## config.mk

```make
export PLATFORM = sky130hd
export DESIGN_NAME = uart_host_burst_flat
export DESIGN_NICKNAME = d
export VERILOG_FILES = /design/src/rtl/uart_host_burst_if.sv /design/src/rtl/uart_host_burst.sv /design/src/flat_wrapper.sv
export SDC_FILE = /design/constraint.sdc
export NUM_CORES = 1
export LEC_CHECK = 0
export ABC_AREA = 1
export ABC_CLOCK_PERIOD_IN_PS = 3100
export CAP_MARGIN = 20
export CORE_MARGIN = 4
export CORE_UTILIZATION = 58
export DETAILED_ROUTE_END_ITERATION = 16
export PLACE_DENSITY = 0.81
export REMOVE_ABC_BUFFERS = 1
export SLEW_MARGIN = 20
export SYNTH_ARGS = -nofsm -noshare
export SYNTH_HDL_FRONTEND = slang
export SYNTH_HIERARCHICAL = 1
export SYNTH_SLANG_ARGS = --single-unit
```

## constraint.sdc

```tcl
create_clock -name clk -period 3.1 [get_ports clk]
set_clock_uncertainty 0.2 [all_clocks]
set_input_delay 0.62 -clock clk [delete_from_list [all_inputs] [get_ports clk]]
set_output_delay 0.62 -clock clk [all_outputs]
set_load 0.02 [all_outputs]
```

## src/rtl/uart_host_burst_if.sv

```systemverilog
// Memory-bus bundle between the UART bridge (master) and on-chip memory (slave).
// wvalid/rvalid stay high with address/wdata stable until the cycle where the matching
// wready/rready is high; rrvalid is a one-cycle pulse that carries rdata.
interface uart_host_burst_if #(
  parameter int ADDR_BYTE = 4,
  parameter int DATA_BYTE = 4
);
  logic [8*ADDR_BYTE-1:0] address;
  logic                   wvalid;
  logic [8*DATA_BYTE-1:0] wdata;
  logic                   wready;
  logic                   rvalid;
  logic                   rready;
  logic                   rrvalid;
  logic [8*DATA_BYTE-1:0] rdata;

  modport master (
    output address, wvalid, wdata, rvalid,
    input  wready, rready, rrvalid, rdata
  );

  modport slave (
    input  address, wvalid, wdata, rvalid,
    output wready, rready, rrvalid, rdata
  );
endinterface

```

## src/rtl/uart_host_burst.sv

```systemverilog
// UART command decoder that runs 1-256 word burst reads/writes on the memory bus,
// plus the 8N1 uart_core it talks through.
module uart_core (
  input  logic        clk,
  input  logic        rst_n,
  input  logic [15:0] cfg_div,
  input  logic        cfg_txen,
  input  logic        cfg_rxen,
  input  logic        cfg_nstop,
  input  logic        tx_valid,
  output logic        tx_ready,
  input  logic [7:0]  tx_data,
  output logic        rx_valid,
  output logic [7:0]  rx_data,
  output logic        txd,
  input  logic        rxd
);
  typedef enum logic [1:0] {RX_IDLE, RX_START, RX_DATA, RX_STOP} rx_state_t;

  logic        r_tx_busy;
  logic [10:0] r_tx_sh;
  logic [3:0]  r_tx_bits;
  logic [15:0] r_tx_tmr;

  rx_state_t   r_rx_state, w_rx_next;
  logic        r_rx_s1, r_rx_s2;
  logic [15:0] r_rx_tmr;
  logic [2:0]  r_rx_bits;
  logic [7:0]  r_rx_sh;
  logic        r_rx_valid;
  logic        w_rx_tick;

  assign tx_ready  = cfg_txen && !r_tx_busy;
  assign txd       = r_tx_sh[0];
  assign rx_valid  = r_rx_valid;
  assign rx_data   = r_rx_sh;
  assign w_rx_tick = (r_rx_tmr == 16'd0);

  // Shifter refills with ones, so its LSB doubles as the idle-high line.
  always_ff @(posedge clk) begin
    if (!rst_n) begin
      r_tx_busy <= 1'b0;
      r_tx_sh   <= '1;
      r_tx_bits <= '0;
      r_tx_tmr  <= '0;
    end else if (!r_tx_busy) begin
      if (tx_valid && tx_ready) begin
        r_tx_busy <= 1'b1;
        r_tx_sh   <= {2'b11, tx_data, 1'b0};
        r_tx_bits <= cfg_nstop ? 4'd11 : 4'd10;
        r_tx_tmr  <= cfg_div;
      end
    end else if (r_tx_tmr == 16'd0) begin
      r_tx_tmr  <= cfg_div;
      r_tx_sh   <= {1'b1, r_tx_sh[10:1]};
      r_tx_bits <= r_tx_bits - 4'd1;
      if (r_tx_bits == 4'd1) r_tx_busy <= 1'b0;
    end else begin
      r_tx_tmr <= r_tx_tmr - 16'd1;
    end
  end

  always_comb begin
    w_rx_next = r_rx_state;
    case (r_rx_state)
      RX_IDLE:  if (cfg_rxen && !r_rx_s2) w_rx_next = RX_START;
      RX_START: if (w_rx_tick) w_rx_next = r_rx_s2 ? RX_IDLE : RX_DATA;
      RX_DATA:  if (w_rx_tick && r_rx_bits == 3'd7) w_rx_next = RX_STOP;
      RX_STOP:  if (w_rx_tick) w_rx_next = RX_IDLE;
      default:  w_rx_next = RX_IDLE;
    endcase
  end

  always_ff @(posedge clk) begin
    if (!rst_n) r_rx_state <= RX_IDLE;
    else        r_rx_state <= w_rx_next;
  end

  // Start edge preloads half a bit so every later sample lands mid-bit.
  always_ff @(posedge clk) begin
    if (!rst_n) begin
      r_rx_s1    <= 1'b1;
      r_rx_s2    <= 1'b1;
      r_rx_tmr   <= '0;
      r_rx_bits  <= '0;
      r_rx_sh    <= '0;
      r_rx_valid <= 1'b0;
    end else begin
      r_rx_s1    <= rxd;
      r_rx_s2    <= r_rx_s1;
      r_rx_valid <= 1'b0;
      case (r_rx_state)
        RX_IDLE: r_rx_tmr <= {1'b0, cfg_div[15:1]};
        RX_START: begin
          if (w_rx_tick) begin
            r_rx_tmr  <= cfg_div;
            r_rx_bits <= '0;
          end else begin
            r_rx_tmr <= r_rx_tmr - 16'd1;
          end
        end
        RX_DATA: begin
          if (w_rx_tick) begin
            r_rx_sh   <= {r_rx_s2, r_rx_sh[7:1]};
            r_rx_bits <= r_rx_bits + 3'd1;
            r_rx_tmr  <= cfg_div;
          end else begin
            r_rx_tmr <= r_rx_tmr - 16'd1;
          end
        end
        RX_STOP: begin
          if (w_rx_tick) r_rx_valid <= r_rx_s2;
          else           r_rx_tmr   <= r_rx_tmr - 16'd1;
        end
        default: r_rx_tmr <= '0;
      endcase
    end
  end
endmodule

module uart_host_burst #(
  parameter int ADDR_BYTE = 4,
  parameter int DATA_BYTE = 4,
  parameter int BAUD_RATE = 115200,
  parameter int CLK_FREQ  = 100000000,
  parameter int TIMEOUT   = 4096
) (
  input  logic                    clk,
  input  logic                    rst_n,
  output logic                    uart_txd,
  input  logic                    uart_rxd,
  input  logic                    enable,
  uart_host_burst_if.master       bus,
  output logic [3:0]              dbg_state
);
  typedef enum logic [3:0] {
    S_IDLE, S_LEN, S_ADDR, S_WDATA, S_WREQ, S_RREQ, S_RWAIT, S_SEND, S_RESP
  } state_t;

  localparam int              AW        = 8 * ADDR_BYTE;
  localparam int              DW        = 8 * DATA_BYTE;
  localparam int              TW        = $clog2(TIMEOUT + 1);
  localparam int              DIV       = CLK_FREQ / BAUD_RATE - 1;
  localparam logic [2:0]      ADDR_LAST = 3'(ADDR_BYTE - 1);
  localparam logic [2:0]      DATA_LAST = 3'(DATA_BYTE - 1);
  localparam logic [TW-1:0]   TMO_LAST  = TW'(TIMEOUT - 1);
  localparam logic [AW-1:0]   ADDR_STEP = AW'(DATA_BYTE);
  localparam logic [7:0]      ST_OK     = 8'hA5;
  localparam logic [7:0]      ST_ERR    = 8'hEE;

  state_t        r_state, w_next_state;
  logic          r_is_write, r_cmd_err;
  logic [8:0]    r_words;
  logic [2:0]    r_byte_cnt;
  logic [TW-1:0] r_tmo;
  logic [AW-1:0] r_address;
  logic [DW-1:0] r_wdata, r_rdata;
  logic          r_wvalid, r_rvalid;
  logic [7:0]    r_status;

  logic          w_rx_valid;
  logic [7:0]    w_rx_data;
  logic          w_tx_valid, w_tx_ready;
  logic [7:0]    w_tx_data;
  logic [15:0]   w_cfg_div;
  logic          w_tmo, w_w_hs, w_r_hs, w_state_chg;

  assign w_cfg_div   = 16'(DIV);
  assign w_tmo       = (r_tmo == TMO_LAST);
  assign w_w_hs      = r_wvalid && bus.wready;
  assign w_r_hs      = r_rvalid && bus.rready;
  assign w_state_chg = (w_next_state != r_state);

  assign bus.address = r_address;
  assign bus.wdata   = r_wdata;
  assign bus.wvalid  = r_wvalid;
  assign bus.rvalid  = r_rvalid;
  assign dbg_state   = r_state;

  uart_core u_uart (
    .clk       (clk),
    .rst_n     (rst_n),
    .cfg_div   (w_cfg_div),
    .cfg_txen  (enable),
    .cfg_rxen  (enable),
    .cfg_nstop (1'b0),
    .tx_valid  (w_tx_valid),
    .tx_ready  (w_tx_ready),
    .tx_data   (w_tx_data),
    .rx_valid  (w_rx_valid),
    .rx_data   (w_rx_data),
    .txd       (uart_txd),
    .rxd       (uart_rxd)
  );

  // A received byte or a completed handshake always takes priority over a timeout.
  always_comb begin
    w_next_state = r_state;
    w_tx_valid   = 1'b0;
    w_tx_data    = r_status;
    case (r_state)
      S_IDLE: if (w_rx_valid) w_next_state = S_LEN;
      S_LEN: begin
        if (w_rx_valid) w_next_state = S_ADDR;
        else if (w_tmo) w_next_state = S_IDLE;
      end
      S_ADDR: begin
        if (w_rx_valid) begin
          if (r_byte_cnt == ADDR_LAST) begin
            if (r_cmd_err)       w_next_state = S_RESP;
            else if (r_is_write) w_next_state = S_WDATA;
            else                 w_next_state = S_RREQ;
          end
        end else if (w_tmo) begin
          w_next_state = S_IDLE;
        end
      end
      S_WDATA: begin
        if (w_rx_valid) begin
          if (r_byte_cnt == DATA_LAST) w_next_state = S_WREQ;
        end else if (w_tmo) begin
          w_next_state = S_IDLE;
        end
      end
      S_WREQ: begin
        if (w_w_hs)     w_next_state = (r_words == 9'd1) ? S_RESP : S_WDATA;
        else if (w_tmo) w_next_state = S_RESP;
      end
      S_RREQ: begin
        if (w_r_hs)     w_next_state = S_RWAIT;
        else if (w_tmo) w_next_state = S_RESP;
      end
      S_RWAIT: begin
        if (bus.rrvalid) w_next_state = S_SEND;
        else if (w_tmo)  w_next_state = S_RESP;
      end
      S_SEND: begin
        w_tx_valid = 1'b1;
        w_tx_data  = r_rdata[7:0];
        if (w_tx_ready && r_byte_cnt == DATA_LAST)
          w_next_state = (r_words != 9'd0) ? S_RREQ : S_IDLE;
      end
      S_RESP: begin
        w_tx_valid = 1'b1;
        if (w_tx_ready) w_next_state = S_IDLE;
      end
      default: w_next_state = S_IDLE;
    endcase
  end

  always_ff @(posedge clk) begin
    if (!rst_n) r_state <= S_IDLE;
    else        r_state <= w_next_state;
  end

  always_ff @(posedge clk) begin
    if (!rst_n) begin
      r_is_write <= 1'b0;
      r_cmd_err  <= 1'b0;
      r_words    <= '0;
      r_byte_cnt <= '0;
      r_tmo      <= '0;
      r_address  <= '0;
      r_wdata    <= '0;
      r_rdata    <= '0;
      r_wvalid   <= 1'b0;
      r_rvalid   <= 1'b0;
      r_status   <= '0;
    end else begin
      if (w_state_chg || w_rx_valid) r_tmo <= '0;
      else if (!w_tmo)               r_tmo <= r_tmo + TW'(1);

      // Requests rise one cycle into WREQ/RREQ and drop on the leaving edge.
      r_wvalid <= (r_state == S_WREQ) && (w_next_state == S_WREQ);
      r_rvalid <= (r_state == S_RREQ) && (w_next_state == S_RREQ);

      if (w_state_chg && w_next_state == S_RESP)
        r_status <= (r_state == S_WREQ && w_w_hs) ? ST_OK : ST_ERR;

      case (r_state)
        S_IDLE: begin
          if (w_rx_valid) begin
            r_is_write <= (w_rx_data == 8'h02);
            r_cmd_err  <= (w_rx_data != 8'h01) && (w_rx_data != 8'h02);
          end
        end
        S_LEN: begin
          if (w_rx_valid) begin
            r_words    <= {1'b0, w_rx_data} + 9'd1;
            r_byte_cnt <= '0;
          end
        end
        S_ADDR: begin
          if (w_rx_valid) begin
            r_address[{r_byte_cnt, 3'b000} +: 8] <= w_rx_data;
            r_byte_cnt <= (r_byte_cnt == ADDR_LAST) ? 3'd0 : r_byte_cnt + 3'd1;
          end
        end
        S_WDATA: begin
          if (w_rx_valid) begin
            r_wdata[{r_byte_cnt, 3'b000} +: 8] <= w_rx_data;
            r_byte_cnt <= (r_byte_cnt == DATA_LAST) ? 3'd0 : r_byte_cnt + 3'd1;
          end
        end
        S_WREQ: begin
          if (w_w_hs) begin
            r_address <= r_address + ADDR_STEP;
            r_words   <= r_words - 9'd1;
          end
        end
        S_RWAIT: begin
          if (bus.rrvalid) begin
            r_rdata    <= bus.rdata;
            r_address  <= r_address + ADDR_STEP;
            r_words    <= r_words - 9'd1;
            r_byte_cnt <= '0;
          end
        end
        S_SEND: begin
          if (w_tx_ready) begin
            r_rdata    <= r_rdata >> 8;
            r_byte_cnt <= (r_byte_cnt == DATA_LAST) ? 3'd0 : r_byte_cnt + 3'd1;
          end
        end
        default: ;
      endcase

      // Gap timeouts, errors and bus timeouts all abandon whatever words are left.
      if (w_state_chg && (w_next_state == S_IDLE || w_next_state == S_RESP)) begin
        r_words    <= '0;
        r_byte_cnt <= '0;
      end
    end
  end
endmodule

```

## src/flat_wrapper.sv

```systemverilog
// flat-port wrapper written by rule: the top's interface ports become plain ports
module uart_host_burst_flat 
#(
  parameter int ADDR_BYTE = 4,
  parameter int DATA_BYTE = 4,
  parameter int BAUD_RATE = 115200,
  parameter int CLK_FREQ  = 100000000,
  parameter int TIMEOUT   = 4096
)
  (clk, rst_n, uart_txd, uart_rxd, enable, dbg_state, bus_address, bus_wvalid, bus_wdata, bus_rvalid, bus_wready, bus_rready, bus_rrvalid, bus_rdata);
  uart_host_burst_if #(.ADDR_BYTE(ADDR_BYTE), .DATA_BYTE(DATA_BYTE)) bus_i ();
  input  logic clk;
  input  logic rst_n;
  output logic uart_txd;
  input  logic uart_rxd;
  input  logic enable;
  output logic [3:0] dbg_state;
  output wire logic [$bits(bus_i.address)-1:0] bus_address;
  output wire logic [$bits(bus_i.wvalid)-1:0] bus_wvalid;
  output wire logic [$bits(bus_i.wdata)-1:0] bus_wdata;
  output wire logic [$bits(bus_i.rvalid)-1:0] bus_rvalid;
  input wire logic [$bits(bus_i.wready)-1:0] bus_wready;
  input wire logic [$bits(bus_i.rready)-1:0] bus_rready;
  input wire logic [$bits(bus_i.rrvalid)-1:0] bus_rrvalid;
  input wire logic [$bits(bus_i.rdata)-1:0] bus_rdata;
  assign bus_address = bus_i.address;
  assign bus_wvalid = bus_i.wvalid;
  assign bus_wdata = bus_i.wdata;
  assign bus_rvalid = bus_i.rvalid;
  assign bus_i.wready = bus_wready;
  assign bus_i.rready = bus_rready;
  assign bus_i.rrvalid = bus_rrvalid;
  assign bus_i.rdata = bus_rdata;
  uart_host_burst #(.ADDR_BYTE(ADDR_BYTE), .DATA_BYTE(DATA_BYTE), .BAUD_RATE(BAUD_RATE), .CLK_FREQ(CLK_FREQ), .TIMEOUT(TIMEOUT)) u_core (.clk(clk), .rst_n(rst_n), .uart_txd(uart_txd), .uart_rxd(uart_rxd), .enable(enable), .bus(bus_i), .dbg_state(dbg_state));
endmodule
```

* Yosys cells after proc, flatten, opt, wreduce, memory -nomap -nowiden
Cells that the tools add are included.
** Word-level totals
- Latch bits :: 0
- Bits in read-only memories :: 0
- Memories kept :: 0
- Register bits after elaboration :: 201
- RAM bits :: 0
** Cells by class
- Reductions and logical operators :: 45
- Magnitude comparators :: 0
- Bitwise operators :: 1
- Shift operators :: 2
- Muxes and demuxes :: 65
- Add/sub/neg operators :: 10
- Equality and inequality tests :: 36
- Div/mod/pow operators :: 0
- Multiply operators :: 0
** Operators with widths (count)
- two-way mux 32 bit :: 5
- case mux 32 bit (3 select lines) :: 1
- two-way mux 16 bit :: 5
- two-way mux 4 bit :: 18
- bitwise mux 32 bit :: 2
- case mux 32 bit (2 select lines) :: 1
- case mux 16 bit (3 select lines) :: 1
- case mux 4 bit (9 select lines) :: 1
- two-way mux 11 bit :: 3
- adder 32 x 3 -> 32 bit (second input constant) :: 1
- zero test 16 bit :: 2
- variable shift 8 x 8 -> 32 bit (first input constant) :: 1
- indexed part select 8 x 8 -> 32 bit :: 1
- subtractor 16 x 1 -> 16 bit (second input constant) :: 2
- two-way mux 3 bit :: 9
- two-way mux 9 bit :: 3
- case mux 9 bit (3 select lines) :: 1
- equality test 4 x 3 -> 1 bit (second input constant) :: 6
- inequality test 2 bit (second input constant) :: 10
- adder 13 x 1 -> 13 bit (second input constant) :: 1
- equality test 13 x 12 -> 1 bit (second input constant) :: 1
- logical AND 1 bit :: 13
- case mux 3 bit (4 select lines) :: 1
- AND reduction 4 bit :: 3
- other kinds (37) :: 67

* Depth between registers and ports, before layout
Gate-level depths: netlist of the first run.
- Depth after elaboration :: 9
- Gate-level depth with buffers :: 19
- Gate-level depth less buffers :: 18

* Hierarchy
The synthesis of the first run kept the hierarchy.
** By module, submodules not included
- uart_host_burst :: area an instance 7215.7 um^2, cells each 1060, seq. area each 2642.5 um^2, instances 1
- uart_core :: area an instance 3856.2 um^2, cells each 585, seq. area each 1241.2 um^2, instances 1

* Worst setup path after synthesis of the first run
Ideal clock, no wire load.
- Path kind :: register to register
- From :: reg u_core.r_byte_cnt[0]
- To :: reg u_core.r_address[0] (netlist: u_core/bus.address[0])
- Library setup time :: 0.070 ns
- Path buffers :: 0
- Path slack :: 0.802 ns
- Required time :: 2.830 ns
- Arrival :: 2.028 ns
- Cell stages (with the launch flop) :: 11
- Clock period less this slack :: 2.298 ns
- Path through :: dfxtp_1 > inv_1 > ha_1 > ha_1 > nor2_1 > nand3_1 > nor2_1 > inv_1 > nor2_1 > o21ai_0 > a21oi_1
** On the way
- Cells in the longest elaborated chain, start to end :: 5
- Elaborated cells on any way between the ends :: 6
- Those cells by class :: add/sub: 1; shift: 2; mux: 3
** RTL lines
- start, declared :: line uart_host_burst.sv:154 : logic [2:0] r_byte_cnt;
- start signal, assigned :: line uart_host_burst.sv:296 : r_byte_cnt <= (r_byte_cnt == ADDR_LAST) ? 3'd0 : r_byte_cnt + 3'd1;
- start signal, assigned :: line uart_host_burst.sv:302 : r_byte_cnt <= (r_byte_cnt == DATA_LAST) ? 3'd0 : r_byte_cnt + 3'd1;
- start signal, assigned :: line uart_host_burst.sv:322 : r_byte_cnt <= (r_byte_cnt == DATA_LAST) ? 3'd0 : r_byte_cnt + 3'd1;
- negator 6 -> 8 bit (*) :: line uart_host_burst.sv:295 : r_address[{r_byte_cnt, 3'b000} +: 8] <= w_rx_data;
- indexed part select 8 x 8 -> 32 bit or variable shift 8 x 8 -> 32 bit (tied branches) :: line uart_host_burst.sv:295
- bitwise mux 32 bit (*) :: line uart_host_burst.sv:295
- two-way mux 32 bit (*) :: line uart_host_burst.sv:294 : if (w_rx_valid) begin
- case mux 32 bit (3 select lines) (*) :: line uart_host_burst.sv:280 : case (r_state)
- end signal, assigned by index :: line uart_host_burst.sv:295
- end signal, assigned :: line uart_host_burst.sv:307 : r_address <= r_address + ADDR_STEP;
- end signal, assigned :: line uart_host_burst.sv:314 : r_address <= r_address + ADDR_STEP;
- end, declared :: line uart_host_burst.sv:156 : logic [AW-1:0] r_address;
Every way passes the cells marked *; elsewhere a longest branch is shown, timed or not. The select of a mux whose other input is x is not followed.
A chain may end at the register's enable or synchronous reset.

* Final worst setup path of the first run
- From :: in enable
- To :: reg u_core.r_words[2]
** On the way
- Cells in the longest elaborated chain, start to end :: 8
- Elaborated cells on any way between the ends :: 11
- Those cells by class :: eq/ne: 2; mux: 3; reduce/logical: 6
** RTL lines
- start, declared :: line flat_wrapper.sv:16 : input logic enable;
- logical AND 1 bit (*) :: line uart_host_burst.sv:33 : assign tx_ready = cfg_txen && !r_tx_busy;
- via u_core.w_tx_ready :: line uart_host_burst.sv:163 : logic w_tx_valid, w_tx_ready;
- logical AND 1 bit :: line uart_host_burst.sv:240 : if (w_tx_ready && r_byte_cnt == DATA_LAST)
- two-way mux 4 bit :: line uart_host_burst.sv:240
- case mux 4 bit (9 select lines) (*) :: line uart_host_burst.sv:201 : case (r_state)
- equality test 4 bit or zero test 4 bit (tied branches) :: line uart_host_burst.sv:329 : if (w_state_chg && (w_next_state == S_IDLE || w_next_state == S_RESP)) begin
- logical OR 1 bit :: line uart_host_burst.sv:329
- logical AND 1 bit (*) :: line uart_host_burst.sv:329
- OR reduction 2 bit (no line) (*)
- end signal, assigned :: line uart_host_burst.sv:289 : r_words <= {1'b0, w_rx_data} + 9'd1;
- end signal, assigned :: line uart_host_burst.sv:308 : r_words <= r_words - 9'd1;
- end signal, assigned :: line uart_host_burst.sv:315 : r_words <= r_words - 9'd1;
- end, declared :: line uart_host_burst.sv:153 : logic [8:0] r_words;
Mark *: on every way through the listed nets, which the timed path passes. The rest lies on a longest branch.

==> results of run 1 <==
==> path summary, 6_finish.rpt <==
path | from | to | slack (ns) | cells past startpoint
worst min register to register | u_core/u_uart/r_rx_s1 | u_core/u_uart/r_rx_s2 | 0.22 | 1
worst max register to register | u_core/r_byte_cnt[0] | u_core/bus.wdata[5] | 0.41 | 10
worst min-delay path | u_core/u_uart/r_rx_s1 | u_core/u_uart/r_rx_s2 | 0.22 | 1
worst max-delay path | enable | u_core/r_words[2] | 0.29 | 16
==> area by class of cell <==
class	count	area [sq um]	share of cell area, %
inverter	159	599	4.57
timing repair buffer	137	1340	10.2
tap	234	293	2.23
clock buffer	18	429	3.27
multi-input combinational	1266	6400	48.8
sequential	194	3880	29.6
clock inverter	14	181	1.38
==> per-layer routing <==
layer,track usage (%),vias up,share of wire [%]
met5,0,-,0
met4,9.83,0,2.8
met3,4.22,73,7.3
met2,45.0,420,46
met1,35.1,5090,43
li1,-,5651,-
==> kinds of logic after synthesis <==
group           Yosys count
compound gates          345
fa+ha+maj                24
flops                   194
buf+inv                 225
other cells               2
xor+xnor                 43
mux                       1
simple gates            811
==> through the flow <==
stage	instance area (sq um)	setup WS, ns	std cells	setup TNS (ns)
CTS	13100	0.331	2022	0
global placement	12500	-0.0729	1990	-0.628
finish	13100	0.289	2022	0
floorplan	10900	-0.222	1619	-6.62
detailed placement	12500	-0.118	1990	-1.34
global route	13100	0.0878	2022	0
==> cell usage after synthesis, types with 30 or more instances <==
cell / instances / area [sq um]
nand2_1: 405 / 1520
dfxtp_1: 194 / 3880
nor2_1: 152 / 571
inv_1: 145 / 544
a21oi_1: 118 / 591
o21ai_0: 115 / 576
nand3_1: 108 / 541
a31oi_1: 41 / 257
clkbuf_1: 40 / 150
nor2_2: 40 / 250
nor3_1: 31 / 155
xor2_1: 30 / 263
==> flip-flops by register name, summed over array words and instances (netlist names), 3 cells and up, named ones only <==
register,flops
u_core/r_tmo,13
u_core/r_status,3
u_core/r_rdata,32
u_core/u_uart/r_tx_sh,9
u_core/u_uart/r_rx_tmr,16
u_core/dbg_state,4
u_core/u_uart/rx_data,8
u_core/u_uart/r_tx_tmr,16
u_core/u_uart/r_rx_bits,3
u_core/bus.address,32
u_core/r_words,9
u_core/u_uart/r_tx_bits,4
u_core/bus.wdata,32
u_core/r_byte_cnt,3
==> power breakdown <==
part / leakage (nW) / switching (mW) / internal, mW / total, mW
logic: 3.66 / 0.619 / 0.348 / 0.967
registers: 1.57 / 0.0714 / 2.56 / 2.63
clock network: 0.290 / 1.10 / 1.17 / 2.27
==> flow_summary.toml, run 1 <==
[setup_path]
crit_slowest_cell = "clkdlybuf4s50_1"
cp-start-kind = "primary input"
endpoint_kind = "flip-flop"
crit_top_cell = "nand2_1"
slowest_delay_ns = 0.54
critPathTopFamily = "simple AND/OR/NAND/NOR gates"
path_max_fanout = 12
path_buf_inv = 2
cp_cell_sequence = "clkdlybuf4s50_1 -> inv_1 -> nor2_1 -> nand3_1 -> nor2_1 -> nand2_1 -> a21oi_1 -> nand3_1 -> nor2_2 -> nand2_1 -> nand2_1 -> nor2_2 -> nand2_1 -> nand2_1 -> nand2_2 -> nor2_1"
crit_arrival_ns = 2.92
cp.required_ns = 3.21
critical_path_class = "primary input to flip-flop"

[layout]
mostFrequentLayoutCell = "nand2_1"
antennaDiodeCount = 0
finalCoreUtilization_pct = 69.9
layout-drive-gt1-share_pct = 9.12
n_fill_cell = 1622
syn2layout_area_growth_pct = 18.6
nets = 1838
layout_common_cells = "nand2_1, dfxtp_1, nor2_1"

[sta]
maxSlewHeadroom_pct = 59.6
whs_ns = 0.221
fmax_mhz = 356
tightest_slew_ns = 0.604
drv_slew = 0
hold_viol_final = 0
period_needed_ns = 2.81
rsz0062_at_grt = "false"
fin_crit_sh_pct = 90.7
finalSetupViolCount = 0

[logic_synthesis]
synth_ff_type = "dfxtp_1"
synthesis.area_sq_um = 11100
synth_warnings = 6
synthAdderAreaFrac_pct = 2.71
synth_area_per_cell_sq_um = 6.73
synthSimpleGateAreaFrac_pct = 32.8
synth_mux_area_share_pct = 0.0904
synthDistinctLibCells = 57
async_reset_ff_share_pct = 0
yosysSeqAreaShare_pct = 35.1
synth_top_family_by_area = "simple AND/OR/NAND/NOR gates"
synth_compound_area_share_pct = 17.4
syn_inst = 1645
synth-xor-area-share_pct = 3.40
synth_edf_count = 0
ys_ff_latch = 194

[placement]
place.gp.congestion = 0.924
port-buffer-count = 109
dpl.hpwl_mm = 21.0

[power]
power.total_mw = 5.87
ir_drop_v = 0.000385
power_density_nw_per_um2 = 447
p_leak_nw = 5.51

[detailed_routing]
drtAntennaViolNets = 0
post_drt_wl_per_cell_microns = 14.5
vias = 11200
via_per_inst = 5.56
routed_wl_mm = 29.4
drtIter0Drc = 847
route.detailed.drc = 0
dr.pass1.iters = 8

[min_path]
hold_path.class = "flip-flop to flip-flop"

[grt]
grt_pass1_vias = 10200
grt_pass1_wl_mm = 48.5
grt_antenna_before_repair = 0
overflow = 0
grt_max_degree = 70
grt_use_total_pct = 26.8

[floorplan]
ios = 110
dieHeight_microns = 146
num_rows = 50
start_util_pct = 59.0
die_w_microns = 146
core_area_sq_um = 18800
die_area_sq_um = 21400

[outcome]
status = "complete, no violations"

[cts]
cts_setup_buffers = 0
hold_buffers = 0
htreeDepth = 4
cts.reportedPaths.clkPinSlew_ns = 0.07
cts.path.max_buffers = 2
cts_tree = "done"
root_buffer = "clkbuf_16"
cts_buffers = 17
cts_resized = 0
clock-sinks = 194
insertion_delay_ns = 0.44

[job]
cap_viol_max_count = 0
No activity file was read; power rests on OpenSTA's default activity.
==> run 2, diff against run 1 <==
--- a/config.mk
+++ b/config.mk
@@ -8,7 +8,7 @@
 export ABC_AREA = 1
 export ABC_CLOCK_PERIOD_IN_PS = 3100
 export CAP_MARGIN = 20
-export CORE_MARGIN = 4
+export CORE_MARGIN = 3
 export CORE_UTILIZATION = 58
 export DETAILED_ROUTE_END_ITERATION = 16
 export PLACE_DENSITY = 0.81
==> flow_summary.toml, run 2 (synthesis gave the netlist of run 1 again) <==
[min_path]
worstHoldPathCells = 2
min_to = "u_core/u_uart/r_tx_sh[4]"
hp-start = "u_core/u_uart/r_tx_sh[4]"
hold_path.class = "flip-flop to flip-flop"

[setup_path]
rr_endpoint = "u_core/bus.address[0]"
path_max_fanout = 7
endpoint_kind = "flip-flop"
slowest_delay_ns = 0.42
worstReg2RegStart = "u_core/r_byte_cnt[0]"
ff2ff_path_depth = 11
reg2reg_slack_ns = 0.28
cp-start-kind = "flip-flop"
crit_slowest_cell = "dfxtp_1"
critical_path_class = "flip-flop to flip-flop"
crit_arrival_ns = 2.98
cp_cell_sequence = "inv_1 -> ha_1 -> ha_1 -> nor2_1 -> buf_4 -> nand3_1 -> nor2_1 -> inv_1 -> nor2_1 -> o21ai_0 -> a21oi_1"
cp.required_ns = 3.26
crit_top_cell = "nor2_1"

[floorplan]
num_rows = 49
start_util_pct = 60.4
ios = 110
die_area_sq_um = 20800
dieHeight_microns = 144
core_area_sq_um = 18300
die_w_microns = 144

[layout]
antennaDiodeCount = 0
fin_cells = 2017
nets = 1838
syn2layout_area_growth_pct = 18.5
mostFrequentLayoutCell = "nand2_1"
finalCoreUtilization_pct = 71.6
layout-drive-gt1-share_pct = 9.17
layout_common_cells = "nand2_1, dfxtp_1, nor2_1"

[detailed_routing]
drtIter0Drc = 852
dr.pass1.iters = 6
drtAntennaViolNets = 0
route.detailed.drc = 0
post_drt_wl_per_cell_microns = 14.9
routed_wl_mm = 30.1
vias = 11300
via_per_inst = 5.60

[sta]
tightest_slew_ns = 0.680
period_needed_ns = 2.82
fin_crit_sh_pct = 90.9
fmax_mhz = 355
maxSlewHeadroom_pct = 54.6
rsz0062_at_grt = "false"
finalSetupViolCount = 0
drv_slew = 0
final.setup.worst_slack_ns = 0.282
hold_viol_final = 0
whs_ns = 0.266

[cts]
htreeDepth = 4
cts_setup_buffers = 0
cts.path.max_buffers = 2
hold_buffers = 0
root_buffer = "clkbuf_16"
cts.reportedPaths.clkPinSlew_ns = 0.08
cts_resized = 0
cts_tree = "done"
insertion_delay_ns = 0.44
clock-sinks = 194
cts_buffers = 17

[placement]
dpl.hpwl_mm = 21.5
place_ws_ns = -0.00770
port-buffer-count = 109
place.gp.congestion = 0.960
placedCellCount = 1985

[power]
p_leak_nw = 5.52
ir_drop_v = 0.000381
power_density_nw_per_um2 = 445

[grt]
grt_pass1_vias = 10100
grt_max_degree = 69
overflow = 0
grt_pass1_wl_mm = 48.5
grt_antenna_before_repair = 0
grt_use_total_pct = 28.5

[outcome]
status = "complete, no violations"

[job]
cap_viol_max_count = 0
run 2: cell count changes in the layout (fill, tap and decap cells not counted):
cell        delta
bufinv_16      -1
clkinvlp_4     -2
clkinv_8       +2
inv_6          -2
clkbuf_1       -1
clkinv_4       +4
run 2: layer usage:
layer	part of all wire [%]	up-vias	wire [microns]	track usage, %
met5	0	-	0	0
met4	2.1	0	617	8.49
met3	7.1	56	2140	5.06
met2	48	435	14300	47.8
met1	43	5162	13000	37.6
li1	-	5647	-	-
run 2: report_power, final:
group / leakage, nW / internal, mW / switching, mW
clock network: 0.296 / 1.10 / 1.13
registers: 1.57 / 2.56 / 0.0722
logic: 3.66 / 0.351 / 0.623
run 2: stage by stage:
step                instance area (sq um)  power [mW]  setup TNS, ns
global route                        13100        6.10              0
global placement                    12500        3.62              0
floorplan                           10900        3.36          -6.62
CTS                                 13100        5.85              0
finish                              13100        5.83              0
detailed placement                  12500        3.64        -0.0322
run 2: how the worst max path moves through the flow:
stage,from,endpoint,slack (ns),cells past startpoint
5_1_grt,enable,u_core/r_tmo[0],0.1,16
3_5_place_dp,enable,u_core/r_tmo[2],-0.008,16
2_1_floorplan,u_core/dbg_state[0],u_core/r_rdata[0],-0.22,8
3_3_place_gp,enable,u_core/r_tmo[1],0.04,16
6_report,u_core/r_byte_cnt[0],u_core/bus.address[0],0.28,11
4_1_cts,u_core/r_byte_cnt[0],u_core/bus.address[0],0.37,11
run 2: critical path, delay by kind of cell (launching register included):
family	cells	cell delay [ns]
buffers and inverters	3	0.45
flip-flops	1	0.42
AND/OR/NAND/NOR	4	0.86
AO/OA/AOI/OAI	2	0.28
adder cells (fa/ha/maj)	2	0.53
run 2: layout make-up:
class / count / area [sq um]
fill: 1537 / 5210
tap: 229 / 287
timing repair buffer: 137 / 1340
multi-input combinational: 1266 / 6400
sequential: 194 / 3880
clock buffer: 17 / 425
clock inverter: 15 / 186
inverter: 159 / 599
==> edit, RTL diff (settings of run 1) <==
`ADDR_BYTE` is set to 4 in 3 places; all go to 5.
--- a/src/rtl/uart_host_burst_if.sv
+++ b/src/rtl/uart_host_burst_if.sv
@@ -2,7 +2,7 @@
 // wvalid/rvalid stay high with address/wdata stable until the cycle where the matching
 // wready/rready is high; rrvalid is a one-cycle pulse that carries rdata.
 interface uart_host_burst_if #(
-  parameter int ADDR_BYTE = 4,
+  parameter int ADDR_BYTE = 5,
   parameter int DATA_BYTE = 4
 );
   logic [8*ADDR_BYTE-1:0] address;
--- a/src/rtl/uart_host_burst.sv
+++ b/src/rtl/uart_host_burst.sv
@@ -119,7 +119,7 @@
 endmodule
 
 module uart_host_burst #(
-  parameter int ADDR_BYTE = 4,
+  parameter int ADDR_BYTE = 5,
   parameter int DATA_BYTE = 4,
   parameter int BAUD_RATE = 115200,
   parameter int CLK_FREQ  = 100000000,
--- a/src/flat_wrapper.sv
+++ b/src/flat_wrapper.sv
@@ -1,7 +1,7 @@
 // flat-port wrapper written by rule: the top's interface ports become plain ports
 module uart_host_burst_flat 
 #(
-  parameter int ADDR_BYTE = 4,
+  parameter int ADDR_BYTE = 5,
   parameter int DATA_BYTE = 4,
   parameter int BAUD_RATE = 115200,
   parameter int CLK_FREQ  = 100000000,
Interface: changed (resized bus_address); port bits go from 110 to 118. The function was not compared with the original's and may differ.
==> edit against run 1 <==
  * Global-route usage increased by 2.6 points
  * Critical path depth fell by 1
  * Largest power group is now clock
  * Power increased by 13%
  * Hold slack improved by 0.0068 ns
  * Utilization increased by 2.2 points
  * Critical path type is now flop to flop
  * Worst setup slack better by 0.010 ns
  * Wire length grew 17%
  * Critical endpoint is now u_core/bus.address[1]
  * Sequential share of layout area fell by 1.2 points
  * Register-to-register slack got worse by 0.11 ns
  * Design area rose by 8.4%
  * First-iteration DRC count grew 19%
  * Sequential cell count up 8
  * Area after synthesis grew 6.7%
  * Maximum frequency rose by 0.37%
  * Largest cell class unchanged
==> edit: results <==
outcome:
  run_status: "finished, final reports clean"
grt:
  number_of_global_route_vias_before_repair: 11268
  grt_max_degree: 65
  initial_antenna_violation_count: 0
  track_usage_pct: 29.5
  grt_first_pass_wirelength_mm: 55.2
drt:
  vias: 12396
  drtPass1Iterations: 8
  wl_per_cell_um: 15.5
  initial_detailed_routing_violation_count: 1004
placement:
  placement.cell_area_mm2: 0.0134
  buffer_ports.inserted: 117
  gpl.final_weighted_congestion: 0.995
  dp_slack_ns: 0.138
  dpl.hpwl_mm: 24.7
clocking:
  root_buffer: "clkbuf_16"
  cts_resized: 0
  clk_latency_ns: 0.53
  cts.path.max_buffers: 3
  path_clk_slew_ns: 0.06
  cts_htree_levels: 1
  numCtsBuffers: 23
logic_synthesis:
  netlist_top_cells_count: "443 x nand2_1, 204 x nor2_1, 202 x dfxtp_1"
  ys_warn_count: 6
  ys_async_sr_fraction_pct: 0
  synth_top_cells_by_area: "dfxtp_1 34%, nand2_1 14%, nor2_1 6.5%"
  synth.yosys.seq_area_share_pct: 34.2
  ys_types: 55
critical_path:
  critPathSlowestCell: "dfxtp_1"
  setup.reg_to_reg.worst_slack_ns: 0.30
  worstPathArrival_ns: 3.00
  worst-r2r-cell-count: 15
  crit-reg2reg-capture: "u_core/bus.address[1]"
  critical_path.max_stage_delay_ns: 0.40
  crit_fanout: 7
layout:
  layout_cell_share_with_drive_strength_beyond_1_pct: 8.08
  synthToLayoutAreaGrowth_pct: 20.4
  fillers: 1647
  finish.net_count: 1996
sta:
  max_slew_margin_pct: 55.2
power:
  irDropWorstVdd_uv: 480
  leakage_uw: 0.00606
[edit: area by class of cell]
class | instances | area (µm²) | area share (%)
clock buffers | 31 | 656 | 4.61
clock inverters | 8 | 155 | 1.09
repair buffers | 152 | 1460 | 10.2
inverters | 159 | 601 | 4.22
well taps | 265 | 332 | 2.33
multi-input cells | 1390 | 6980 | 49.1
flip-flops and latches | 202 | 4040 | 28.4
[edit: cell families after synthesis]
logic type | synth area share, %
muxes | 0.0847
AOI/OAI and AO/OA | 16.8
buffers and inverters | 8.03
and+or+nand+nor | 34.0
other | 0.0636
adders and majority gates | 3.07
DFF | 34.2
xor gates and xnor gates | 3.71
[edit: per-layer routing]
| layer | share of wire (%) | GRT usage, % | vias to the layer above |
|---|---|---|---|
| met1 | 43 | 40.1 | 5619 |
| met2 | 45 | 48.1 | 529 |
| li1 | - | - | 6153 |
| met4 | 3.3 | 9.52 | 0 |
| met3 | 8.4 | 4.55 | 95 |
| met5 | 0 | 0 | - |
[edit: how the worst max path moves through the flow]
stage	from	end	slack, ns	cells past startpoint
finish	u_core/r_byte_cnt[0]	u_core/bus.address[1]	0.30	15
global route	u_core/r_byte_cnt[0]	u_core/bus.address[6]	0.04	14
CTS	u_core/r_byte_cnt[0]	u_core/bus.wdata[6]	0.31	13
detailed placement	enable	u_core/r_tmo[7]	0.14	14
global placement	enable	u_core/r_byte_cnt[0]	0.18	18
floorplan	u_core/dbg_state[2]	u_core/bus.address[12]	-0.52	7
[edit: power by group]
part | switching [µW] | total [µW] | internal [µW]
sequential | 70.7 | 2740 | 2660
combinational | 628 | 978 | 349
clock | 1100 | 2920 | 1820
total | 1800 | 6630 | 4830
[edit: worst reg2reg max path, cell delays in order (launching register included)]
cell and delay (ns):
dfxtp_1 0.40, inv_1 0.15, ha_1 0.26, ha_1 0.37
nor2_1 0.18, inv_1 0.09, nor3_1 0.13, inv_1 0.08
nor2_1 0.11, inv_1 0.10, nand2_1 0.07, nand2_1 0.10
nor2_1 0.21, inv_1 0.09, nand2_1 0.07, a21oi_1 0.06
[edit: per-stage QoR]
| stage | TNS, ns | hold WS, ns | instances |
|---|---|---|---|
| finish | 0 | 0.228 | 2207 |
| global route | 0 | 0.235 | 2207 |
| CTS | 0 | 0.230 | 2207 |
| detailed placement | 0 | 0.213 | 2168 |
| global placement | 0 | 0.211 | 2168 |
| floorplan | -6.59 | 0.193 | 1751 |
